<file path="src/rtl/uart_pkg.sv">
// Shared UART constants and helpers for the word assembler and its gap timer.
package uart_pkg;

  localparam int UART_BYTE_W = 8;

  // Selects which end of the word the first received byte fills.
  typedef enum logic {
    LANE_LSB_FIRST = 1'b0,
    LANE_MSB_FIRST = 1'b1
  } lane_order_e;

  function automatic int byte_count_width(input int bytes_per_word);
    return $clog2(bytes_per_word + 1);
  endfunction

endpackage

</file>
<file path="src/rtl/uart_gap_timer.sv">
// Inter-byte gap timer: reloads on every accepted byte, counts down while a
// partial word is pending and flags expiry at terminal count.
module uart_gap_timer #(
  parameter int TIMEOUT_CYCLES = 100000
) (
  input  logic clk,
  input  logic rst_n,
  input  logic load,
  input  logic run,
  output logic expire
);

  localparam int TW = (TIMEOUT_CYCLES > 2) ? $clog2(TIMEOUT_CYCLES) : 1;
  localparam logic [TW-1:0] LOAD_VAL = TW'(TIMEOUT_CYCLES - 1);

  logic [TW-1:0] cnt_q, cnt_d;

  always_comb begin
    cnt_d = cnt_q;
    if (load) begin
      cnt_d = LOAD_VAL;
    end else if (run && (cnt_q != '0)) begin
      cnt_d = cnt_q - 1'b1;
    end
  end

  // Terminal count is reached TIMEOUT_CYCLES-1 edges after the reload.
  assign expire = run && (cnt_q == '0);

  always_ff @(posedge clk or negedge rst_n) begin
    if (!rst_n) begin
      cnt_q <= '0;
    end else begin
      cnt_q <= cnt_d;
    end
  end

endmodule

</file>
<file path="src/rtl/uart_word_assembler.sv">
// Packs received UART bytes into words with a valid/ready output stage.
// Optional inter-byte timeout is built when WORD_TIMEOUT_EN is defined.
module uart_word_assembler
  import uart_pkg::*;
#(
  parameter int BYTES_PER_WORD = 4,
  parameter int MSB_FIRST      = 0,
  parameter int TIMEOUT_CYCLES = 100000
) (
  input  logic                                         clk,
  input  logic                                         rst_n,
  input  logic [UART_BYTE_W-1:0]                       byte_data,
  input  logic                                         byte_valid,
  input  logic                                         byte_error,
  output logic [UART_BYTE_W*BYTES_PER_WORD-1:0]        word_data,
  output logic                                         word_valid,
  input  logic                                         word_ready,
  output logic [byte_count_width(BYTES_PER_WORD)-1:0]  byte_count,
  output logic                                         overrun,
  output logic                                         frame_err,
  output logic                                         timeout
);

  localparam int CNT_W  = byte_count_width(BYTES_PER_WORD);
  localparam int WORD_W = UART_BYTE_W * BYTES_PER_WORD;
  localparam lane_order_e ORDER = (MSB_FIRST != 0) ? LANE_MSB_FIRST : LANE_LSB_FIRST;
  localparam logic [CNT_W-1:0] LAST_IDX = CNT_W'(BYTES_PER_WORD - 1);

  if (BYTES_PER_WORD < 2 || BYTES_PER_WORD > 8 || TIMEOUT_CYCLES < 2) begin : g_bad_params
    $error("uart_word_assembler: illegal parameter combination");
  end

  logic [WORD_W-1:0] asm_q, asm_d;
  logic [WORD_W-1:0] word_q, word_d;
  logic [CNT_W-1:0]  cnt_q, cnt_d;
  logic              valid_q, valid_d;
  logic              overrun_q, overrun_d;
  logic              frame_err_q, frame_err_d;

  logic              accept, err_strobe, expire;
  logic [CNT_W-1:0]  cnt_base, lane;
  logic [WORD_W-1:0] asm_base, asm_fill;
  logic              complete;

  assign accept     = byte_valid && !byte_error;
  assign err_strobe = byte_valid && byte_error;

`ifdef WORD_TIMEOUT_EN
  logic timeout_q;

  uart_gap_timer #(
    .TIMEOUT_CYCLES(TIMEOUT_CYCLES)
  ) u_gap_timer (
    .clk   (clk),
    .rst_n (rst_n),
    .load  (accept),
    .run   (cnt_q != '0),
    .expire(expire)
  );

  always_ff @(posedge clk or negedge rst_n) begin
    if (!rst_n) begin
      timeout_q <= 1'b0;
    end else begin
      timeout_q <= expire;
    end
  end

  assign timeout = timeout_q;
`else
  assign expire  = 1'b0;
  assign timeout = 1'b0;
`endif

  always_comb begin
    // An expiring partial word is dropped first, so a byte arriving in the
    // same cycle starts a fresh word.
    cnt_base = expire ? '0 : cnt_q;
    asm_base = expire ? '0 : asm_q;
    lane     = (ORDER == LANE_MSB_FIRST) ? (LAST_IDX - cnt_base) : cnt_base;

    asm_fill = asm_base;
    for (int i = 0; i < BYTES_PER_WORD; i++) begin
      if (lane == CNT_W'(i)) begin
        asm_fill[i*UART_BYTE_W +: UART_BYTE_W] = byte_data;
      end
    end

    complete    = accept && (cnt_base == LAST_IDX);

    cnt_d       = cnt_base;
    asm_d       = asm_base;
    word_d      = word_q;
    valid_d     = valid_q && !word_ready;
    overrun_d   = 1'b0;
    frame_err_d = 1'b0;

    if (err_strobe) begin
      cnt_d       = '0;
      asm_d       = '0;
      frame_err_d = 1'b1;
    end else if (accept) begin
      if (complete) begin
        cnt_d = '0;
        asm_d = '0;
        // Holding register frees up this cycle if the consumer accepts now.
        if (!valid_q || word_ready) begin
          word_d  = asm_fill;
          valid_d = 1'b1;
        end else begin
          overrun_d = 1'b1;
        end
      end else begin
        cnt_d = cnt_base + 1'b1;
        asm_d = asm_fill;
      end
    end
  end

  always_ff @(posedge clk or negedge rst_n) begin
    if (!rst_n) begin
      asm_q       <= '0;
      word_q      <= '0;
      cnt_q       <= '0;
      valid_q     <= 1'b0;
      overrun_q   <= 1'b0;
      frame_err_q <= 1'b0;
    end else begin
      asm_q       <= asm_d;
      word_q      <= word_d;
      cnt_q       <= cnt_d;
      valid_q     <= valid_d;
      overrun_q   <= overrun_d;
      frame_err_q <= frame_err_d;
    end
  end

  assign word_data  = word_q;
  assign word_valid = valid_q;
  assign byte_count = cnt_q;
  assign overrun    = overrun_q;
  assign frame_err  = frame_err_q;

endmodule

</file>
<file path="config.mk">
export PLATFORM = sky130hd
export DESIGN_NAME = uart_word_assembler
export DESIGN_NICKNAME = d
export VERILOG_FILES = /design/src/rtl/uart_pkg.sv /design/src/rtl/uart_gap_timer.sv /design/src/rtl/uart_word_assembler.sv
export SDC_FILE = /design/constraint.sdc
export NUM_CORES = 1
export LEC_CHECK = 0
export ABC_AREA = 0
export ABC_CLOCK_PERIOD_IN_PS = 2400
export BUFFER_PORTS_ARGS = -buffer_cell sky130_fd_sc_hd__buf_2
export CORE_MARGIN = 4
export CORE_UTILIZATION = 38
export CTS_CLUSTER_SIZE = 28
export DETAILED_ROUTE_END_ITERATION = 16
export GPL_ROUTABILITY_DRIVEN = 0
export GPL_TIMING_DRIVEN = 1
export PLACE_DENSITY = 0.67
export RECOVER_POWER = 25
export SETUP_SLACK_MARGIN = 0.4
export SYNTH_ARGS = -nofsm -noshare
export SYNTH_HDL_FRONTEND = slang
export SYNTH_HIERARCHICAL = 1
export SYNTH_SLANG_ARGS = --single-unit
export TNS_END_PERCENT = 30
</file>
<file path="constraint.sdc">
create_clock -name clk -period 2.4 [get_ports clk]
set_input_delay 0.6 -clock clk [delete_from_list [all_inputs] [get_ports clk]]
set_output_delay 0.6 -clock clk [all_outputs]
set_load 0.03 [all_outputs]
</file>
# == Word-level counts from Yosys, hierarchy flattened ==
# Cells that the tools add are included.
# classes
add_sub_neg,1
eq_ne,3
bitwise,1
muxes,19
n_reduce_logical,11
# ops
op,count
$mux 32,3
$mux 8,4
$mux 1,9
$mux 3,3
$eq 3x2->1 const B,2
$logic_and 1x1->1,4
$reduce_and 4->1,1
$add 3x1->3 const B,1
$eq 3x1->1 const B,1
$logic_not 1->1,3
$logic_not 3->1,1
$reduce_bool 2->1,1
$logic_or 1x1->1,1
$not 1->1,1
# word_totals
ff_bits,70
in_bits,13
out_inout_bits,39

# == Depth between registers and ports, before layout ==
# Gate-level depths: netlist (run 1).
# depth
word_depth,6
ltp_mapped,7
mapped_depth_nobuf,5

# == Worst setup path before layout (run 1) ==
# OpenSTA, ideal clock, no wires.
# synth_path
path_type,reg-to-reg
start,"reg cnt_q[1], in the netlist byte_count[1]"
end,"reg word_q[10], in the netlist word_data[10]"
path_stages_with_launch,8
slack_ns,0.455
setup_time_ns,0.125
path_buffers,2
t_arrival_ns,1.820
period_less_slack_ns,1.945
path_cell_list,dfrtp_1 inv_1 ha_1 buf_2 nor2b_1 buf_2 mux2_2 mux2_4
# synth_between
elab_chain_len,3
elab_cells_between_ends,5
cone_classes,2 x eq/ne; 1 x mux; 2 x reduce/logical
# synth_lines
item,line,source
"start, declared",uart_word_assembler.sv:35,"logic [CNT_W-1:0] cnt_q, cnt_d;"
"start signal, assigned",uart_word_assembler.sv:131,cnt_q <= cnt_d;
$eq 3x2->1,uart_word_assembler.sv:89,complete = accept && (cnt_base == LAST_IDX);
$logic_and 1x1->1,uart_word_assembler.sv:89,
$reduce_and 4->1 (no source line),-,
"end signal, assigned",uart_word_assembler.sv:130,word_q <= word_d;
"end, declared",uart_word_assembler.sv:34,"logic [WORD_W-1:0] word_q, word_d;"
# Parallel ways exist; a longest one is shown, timed or not.
# A chain may end at the register's enable or synchronous reset.

# == Worst setup path in the final report (run 1) ==
# layout_path
start,"reg cnt_q[0], in the netlist byte_count[0]"
end,"reg word_q[5], in the netlist word_data[5]"
# Same word-level chain as after synthesis.

==> impl_metrics.tcl, run 1 <==
set metrics [dict create \
    synth_top_cell_area_share 0.536 \
    grt-ovfl-total 0 \
    routed_wl_mm 5.65 \
    timing.hold.ws_ns 0.487 \
    relSlewSlack -0.00481 \
    fin_cells 348 \
    routedWlPerCell_um 16.2 \
    cp.buffers_inverters 1 \
    worstPathArrival_ns 2.10 \
    ctsHoldBuffers 0 \
    synth_area_per_cell_sq_um 15.3 \
    cts_root_buf "clkbuf_8" \
    route.detailed.drc 0 \
    criticalPathCategory "reg -> reg" \
    fmax_ghz 0.533 \
    first_iter_violations 71 \
    period_share 0.782 \
    numPlacedInstances 332 \
    p_leak_uw 0.00176 \
    vias 1713 \
    die_h_um 95.3 \
    regArea_sq_um 1550 \
    cts_tree "built" \
    critPathTopFamily "multiplexers" \
    dpl.hpwl_mm 3.81 \
    dieArea_sq_um 9080 \
    cts_buffers 9 \
    core_sq_um 7330 \
    syn_inst 189 \
    synth_cell_types 28 \
    yosysWarnings 6 \
    max_cap_violations 1 \
    ys_ff_latch 62 \
    final_nets 261 \
    grt_pass1_vias 1827 \
    hold_class "reg -> reg" \
    cp-end-kind "flip-flop" \
    tightest_slew_ns 1.51 \
    area_delta_synth_final_pct 19.5 \
    clk_latency_ns 0.33 \
    grt_usage 0.138 \
    antenna_found_initial 0 \
    violations "max-capacitance violations, max-slew violations" \
    maxSlewViolCount 63 \
    firstDrtPassIters 4 \
    multi_input_area_sq_um 1210 \
    netlist_area_sq_um 2900 \
    synthesis.nets 206 \
    yosysSeqAreaShare 0.536 \
    cts_setup_buffers 0 \
    crit_required_ns 2.62 \
    via_per_inst 4.92 \
    grt_setup_unrepaired "no" \
    startpoint_type "flip-flop" \
    synth_top_area_cell "dfrtp_1" \
    worst_path_largest_cell_delay_ns 0.41 \
    final_common_cell "dfrtp_1" \
    power_density_nw_per_um2 1030 \
    setup-tns-final_ns 0 \
    p_total_uw 3550 \
    drive_gt1_frac 0.474 \
    ios 52 \
    grt_max_degree 63 \
    setup_ws_ns 0.522 \
    path_cells "inv_1 > ha_1 > nand2b_1 > mux2_1 > mux2_4" \
    nFillCells 687 \
    fin_skew_ns 0.00877 \
    io_buffers 50 \
    cts.sinks 62 \
    start_util 0.395 \
    clock_path_buffers 2 \
    crit_fanout 8 \
    ant_nets 0 \
    critPathSlowestCell "dfrtp_1" \
    cts_max_level 3 \
    fin_crit_ns 1.88 \
    path_clk_slew_ns 0.07 \
    hold_viol 0 \
    die_x_um 95.3 \
    ir_worst_vdd_v 0.000542 \
    final_cell_mix "dfrtp_1 (62), buf_2 (50), mux2_4 (30), mux2_1 (16), a22o_1 (16)" \
    netlist_top_cells_area "dfrtp_1 (54%), mux2_4 (16%), mux2_1 (6.2%)" \
    post-place-ws_ns 0.400 \
    grt_pass1_wl_mm 9.40 \
    fp-row-count 31 \
    setup_viol 0 \
    status "complete, but fails checks" \
    diodes 0 \
]
[cell type report]
cell class,count,share of cell area
sequential,62,0.448
multi-input combinational,110,0.349
timing repair buffer,58,0.0926
clock buffer,11,0.0409
tap,99,0.0358
clock inverter,5,0.0307
inverter,3,0.00325
[cell families after synthesis]
kind of cell	synth area share
flip-flops	0.536
other	0.00130
adder cells (fa/ha/maj)	0.0173
AND/OR/NAND/NOR	0.0393
multiplexers	0.257
AO/OA/AOI/OAI	0.0985
buffers and inverters	0.0510
[cells in the mapped netlist]
cell type	n
mux2_1	16
dfrtp_1	62
buf_2	4
a32o_1	8
nand4bb_1	1
conb_1	1
buf_6	2
and2_1	4
buf_12	3
buf_4	4
o21ai_1	3
nand2_1	2
nor4b_4	1
nand2b_1	3
mux2_2	10
nor2b_1	3
inv_1	3
o21ba_1	1
a22o_1	16
clkbuf_1	1
o32ai_1	1
o21ai_0	1
o21ba_2	2
o22ai_1	1
mux2_4	30
ha_1	4
nand3_1	1
nor2_1	1
[what timing repair did]
action                                  CTS  global route
resized for setup                         0             1
endpoints found under the setup margin    0            32
endpoints found under the hold margin     0             0
[flip-flops by register name, indices dropped and copies added (netlist names)]
| name | cells |
|---|---|
| word_valid | 1 |
| frame_err | 1 |
| overrun | 1 |
| word_data | 32 |
| asm_base | 24 |
| byte_count | 3 |
[stage by stage]
stage           util  instance area (sq um)
5_1_grt        0.472                   3460
3_5_place_dp   0.440                   3230
6_report       0.472                   3460
4_1_cts        0.474                   3470
3_3_place_gp   0.440                   3230
2_1_floorplan      -                   2900
[layer usage]
metal | share of wire | vias to the layer above | global-route usage
met5 | 0 | - | 0
met4 | 0.010 | 0 | 0.0361
met3 | 0.052 | 7 | 0.0521
met2 | 0.45 | 45 | 0.212
met1 | 0.48 | 867 | 0.184
li1 | - | 794 | -
[worst paths after layout]
path / from / to / slack (ns) / depth (start not counted)
min: asm_base[8]$_DFFE_PN0P_ / asm_base[8]$_DFFE_PN0P_ / 0.49 / 1
min reg2reg: asm_base[8]$_DFFE_PN0P_ / asm_base[8]$_DFFE_PN0P_ / 0.49 / 1
min in group asynchronous: rst_n / word_data[25]$_DFFE_PN0P_ / 0.72 / 2
max in group asynchronous: rst_n / word_data[21]$_DFFE_PN0P_ / 0.79 / 2
max: byte_count[0]$_DFFE_PN0P_ / word_data[5]$_DFFE_PN0P_ / 0.52 / 5
max reg2reg: byte_count[0]$_DFFE_PN0P_ / word_data[5]$_DFFE_PN0P_ / 0.52 / 5
[power breakdown]
group	switching, uW	leakage, uW	internal (uW)
Clock	399	0.000120	720
Sequential	111	0.000836	1250
Combinational	609	0.000807	459
(Power assumes the default switching activity.)
==> inputs of run 2 (changes only) <==
Settings changed: ABC_CLOCK_PERIOD_IN_PS 2400 to 1800.
Clock period 2.4 ns to 1.8 ns, I/O delays scaled along.
==> run 2 against run 1 <==
Effect of this change: the flow now finishes without violations; critical endpoint is now word_data[15]$_DFFE_PN0P_; final cell count grew 4.6%; utilization grew 4.0 points; sequential cell count is the same; fmax grew 12%; highest routed layer unchanged; clock skew grew 0.0018 ns; total power grew 31%.
==> impl_metrics.tcl, run 2 (synthesis gave the netlist of run 1 again) <==
set metrics [dict create \
    regArea_sq_um 1560 \
    period_share 0.930 \
    largest_reg_flops 32 \
    drive_gt1_frac 0.543 \
    hold_viol 0 \
    fp-row-count 31 \
    dpl.hpwl_mm 4.06 \
    critical_path.reg2reg.startpoint "byte_count[1]$_DFFE_PN0P_" \
    cts_root_buf "clkbuf_8" \
    final_cell_mix "dfrtp_1 (59), buf_2 (49), mux2_4 (40), mux2_1 (16), a22o_1 (16)" \
    cts_max_level 3 \
    cts.sinks 62 \
    crit_fanout 8 \
    grt_pass1_vias 1842 \
    ant_nets 0 \
    antenna_found_initial 0 \
    multi_input_area_sq_um 1320 \
    grt_max_degree 39 \
    area_delta_synth_final_pct 29.8 \
    via_per_inst 5.01 \
    cts_buffers 9 \
    path_clk_slew_ns 0.08 \
    r2r_end "word_data[15]$_DFFE_PN0P_" \
    placed_cell_area_sq_um 3320 \
    post-place-ws_ns 0.0325 \
    power_density_nw_per_um2 1240 \
    ir_worst_vdd_v 0.000580 \
    fin_skew_ns 0.0106 \
    worstPathArrival_ns 1.90 \
    route.detailed.drc 0 \
    critPathCapture "word_data[15]$_DFFE_PN0P_" \
    numPlacedInstances 342 \
    dieArea_sq_um 9080 \
    final_nets 277 \
    grt_setup_unrepaired "yes" \
    io_buffers 50 \
    setup_ws_ns 0.125 \
    die_h_um 95.3 \
    routedWlPerCell_um 17.5 \
    clk_latency_ns 0.34 \
    fin_util 0.513 \
    routed_wl_mm 6.37 \
    grt_pass1_wl_mm 9.79 \
    tightest_slew_ns 1.22 \
    p_leak_uw 0.00186 \
    grt-ovfl-total 0 \
    cp-end-kind "flip-flop" \
    worst_path_largest_cell_delay_ns 0.47 \
    fmax_ghz 0.597 \
    critPathSlowestCell "dfrtp_2" \
    setup-tns-final_ns 0 \
    path_cells "inv_4 > ha_4 > nor2b_4 > buf_8 > mux2_4 > mux2_4" \
    max_cap_violations 0 \
    maxSlewViolCount 0 \
    ios 52 \
    nFillCells 640 \
    crit_required_ns 2.02 \
    startpoint "byte_count[1]$_DFFE_PN0P_" \
    grt_usage 0.144 \
    ctsHoldBuffers 0 \
    hold_class "in -> async" \
    firstDrtPassIters 4 \
    criticalPathCategory "reg -> reg" \
    die_x_um 95.3 \
    start_util 0.395 \
    final_common_cell "dfrtp_1" \
    status "finished, final reports clean" \
    worst-r2r-cell-count 6 \
    clock_path_buffers 2 \
    vias 1824 \
    startpoint_type "flip-flop" \
    setup_viol 0 \
    final_area_sq_um 3760 \
    relSlewSlack 0.189 \
    core_sq_um 7330 \
    cts_tree "built" \
    r2r_slack_ns 0.13 \
    fin_cells 364 \
    fin_crit_ns 1.67 \
    diodes 0 \
    first_iter_violations 118 \
    crit_top_cell "mux2_4" \
]
[run 2: changes by cell type in the layout (fill, tap and decap cells not counted), sizes merged]
cell	delta
clkinvlp	+2
clkbuf	+3
buf	+12
inv	+1
bufinv	-2
[run 2: final cells by class]
| cell class | count | share of cell area |
|---|---|---|
| inverter | 3 | 0.00433 |
| tap | 99 | 0.0330 |
| timing repair buffer | 74 | 0.142 |
| clock inverter | 6 | 0.0186 |
| clock buffer | 10 | 0.0366 |
| multi-input combinational | 110 | 0.352 |
| sequential | 62 | 0.414 |
[run 2: worst min-delay path by stage]
stage,startpoint,end,cells past startpoint
6_report,rst_n,word_data[22]$_DFFE_PN0P_,2
5_1_grt,word_ready,overrun$_DFF_PN0_,3
4_1_cts,rst_n,word_data[30]$_DFFE_PN0P_,2
3_5_place_dp,rst_n,word_data[31]$_DFFE_PN0P_,2
3_3_place_gp,rst_n,word_data[31]$_DFFE_PN0P_,2
2_1_floorplan,rst_n,asm_base[0]$_DFFE_PN0P_,0
[run 2: routing by layer]
layer / up-vias / GRT usage / share of wire
met5: - / 0 / 0
met4: 0 / 0.0469 / 0.015
met3: 11 / 0.0497 / 0.065
met2: 54 / 0.212 / 0.45
met1: 922 / 0.198 / 0.47
li1: 837 / - / -
[run 2: where the power goes]
part | internal (uW) | total (uW) | switching (uW)
clock network | 683 | 1260 | 574
registers | 1670 | 1840 | 170
logic | 717 | 1570 | 849
[run 2: worst max-delay path, delay by kind of cell (launching register included)]
kind                       cells  cell delay [ns]
muxes                          2             0.56
and+or+nand+nor                1             0.14
adders and majority gates      1             0.13
buffers and inverters          2             0.25
DFF                            1             0.47
[run 2: repair_timing]
action	4_1_cts	5_1_grt
setup endpoints to repair	60	70
cloned	0	3
gates resized for setup	22	9
pin swaps	1	2
buffers inserted	1	2
[run 2: metrics by stage]
| step | hold slack, ns | total power, uW |
|---|---|---|
| after global placement | 0.454 | 3320 |
| after CTS | 0.0815 | 4680 |
| after floorplan | 0.154 | 2890 |
| final | 0.361 | 4670 |
| after detailed placement | 0.456 | 3350 |
| after global routing | 0.413 | 4880 |
==> inputs of run 3 (changes only) <==
Settings changed: ABC_CLOCK_PERIOD_IN_PS 1800 to 2200.
Clock period 1.8 ns to 2.2 ns, I/O delays scaled along.
==> run 3 against run 2 <==
Effect of this change: final cell count shrank 4.1%; clock skew shrank 0.00064 ns; die area is the same; sequential cell count is the same; worst hold slack lost 0.12 ns; utilization shrank 3.3 points; sequential power shrank 18%; total power shrank 19%; sequential share of layout area grew 2.9 points; via count shrank 5.5%.
==> impl_metrics.tcl, run 3 (synthesis gave the netlist of run 1 again) <==
set metrics [dict create \
    status "finished, final reports clean" \
    setup-tns-final_ns 0 \
    grt_pass1_vias 1814 \
    io_buffers 50 \
    use_met3 0.0481 \
    ios 52 \
    period_share 0.793 \
    fin_skew_ns 0.00995 \
    grt_usage 0.145 \
    final_cell_mix "dfrtp_1 (59), buf_2 (49), mux2_4 (30), mux2_1 (16), a22o_1 (16)" \
    fin_crit_ns 1.74 \
    grt_max_degree 63 \
    dpl.hpwl_mm 3.78 \
    path_clk_slew_ns 0.07 \
    crit_required_ns 2.43 \
    vias 1723 \
    area_delta_synth_final_pct 21.3 \
    ant_nets 0 \
    setup_ws_ns 0.456 \
    p_leak_uw 0.00176 \
    diodes 0 \
    antenna_found_initial 0 \
    drive_gt1_frac 0.508 \
    fp-row-count 31 \
    hold_viol 0 \
    routed_wl_mm 6.00 \
    die_x_um 95.3 \
    cp-end-kind "flip-flop" \
    cts.sinks 62 \
    final_nets 262 \
    clock_path_buffers 2 \
    first_iter_violations 64 \
    route.detailed.drc 0 \
    timing.hold.ws_ns 0.242 \
    max_cap_violations 0 \
    post-place-ws_ns 0.234 \
    dieArea_sq_um 9080 \
    grt_setup_unrepaired "yes" \
    cts_tree "built" \
    use_met1 0.197 \
    fmax_ghz 0.573 \
    cts_max_level 3 \
    criticalPathCategory "reg -> reg" \
    core_sq_um 7330 \
    die_h_um 95.3 \
    hold_class "in -> async" \
    start_util 0.395 \
    grt_pass1_wl_mm 9.65 \
    maxSlewViolCount 0 \
    startpoint_type "flip-flop" \
    cts_buffers 9 \
    use_met2 0.216 \
    power_density_nw_per_um2 1070 \
    via_per_inst 4.94 \
    setup_viol 0 \
    final_common_cell "dfrtp_1" \
    worstPathArrival_ns 1.98 \
    clk_latency_ns 0.35 \
    largest_reg_flops 32 \
    crit_fanout 16 \
    routedWlPerCell_um 17.2 \
    p_total_uw 3760 \
    grt-ovfl-total 0 \
    firstDrtPassIters 4 \
    grt.busiest_layer "met2" \
    cts_root_buf "clkbuf_8" \
    ctsHoldBuffers 0 \
    ir_worst_vdd_v 0.000469 \
]
## run 3: final timing paths
path | start | end | slack (ns) | depth (start not counted)
max reg2reg | byte_count[0]$_DFFE_PN0P_ | word_data[8]$_DFFE_PN0P_ | 0.46 | 5
min | rst_n | word_data[10]$_DFFE_PN0P_ | 0.24 | 2
max | byte_count[0]$_DFFE_PN0P_ | word_data[8]$_DFFE_PN0P_ | 0.46 | 5
min reg2reg | asm_base[13]$_DFFE_PN0P_ | asm_base[13]$_DFFE_PN0P_ | 0.49 | 1
min in group clk | asm_base[13]$_DFFE_PN0P_ | asm_base[13]$_DFFE_PN0P_ | 0.49 | 1
max in group asynchronous | rst_n | byte_count[2]$_DFFE_PN0P_ | 1.68 | 2
## run 3: power by group
part | switching, uW | internal [uW]
Sequential | 132 | 1370
Combinational | 664 | 511
Clock | 452 | 636
## run 3: cell type report
cell class	count	area [sq um]
fillers	678	3820
flip-flops and latches	62	1560
multi-input cells	110	1240
repair buffers	59	367
clock buffers	10	128
well taps	99	124
clock inverters	6	86.3
inverters	3	11.3
## run 3: metrics by stage
| step | instance area [sq um] | utilization | cells |
|---|---|---|---|
| floorplan | 2910 | - | 189 |
| global placement | 3230 | 0.440 | 332 |
| detailed placement | 3230 | 0.440 | 332 |
| CTS | 3500 | 0.477 | 349 |
| global route | 3510 | 0.479 | 349 |
| finish | 3510 | 0.479 | 349 |
## run 3: worst max-delay path: stages (launching register included)
cell and delay (ns):
dfrtp_2 0.41, ha_4 0.21, nand4bb_4 0.15, nor2b_4 0.20
bufbuf_16 0.35, mux2_4 0.31
## run 3: what timing repair did
action,4_1_cts,5_1_grt
setup endpoints to repair,48,40
hold endpoints to repair,0,0
buffers inserted,0,0
gates cloned,1,0
resized for setup,3,5
## run 3: metal layers
metal / wire (um) / part of all wire
met4: 91 / 0.015
met1: 2840 / 0.47
met3: 314 / 0.052
met2: 2750 / 0.46
met5: 0 / 0
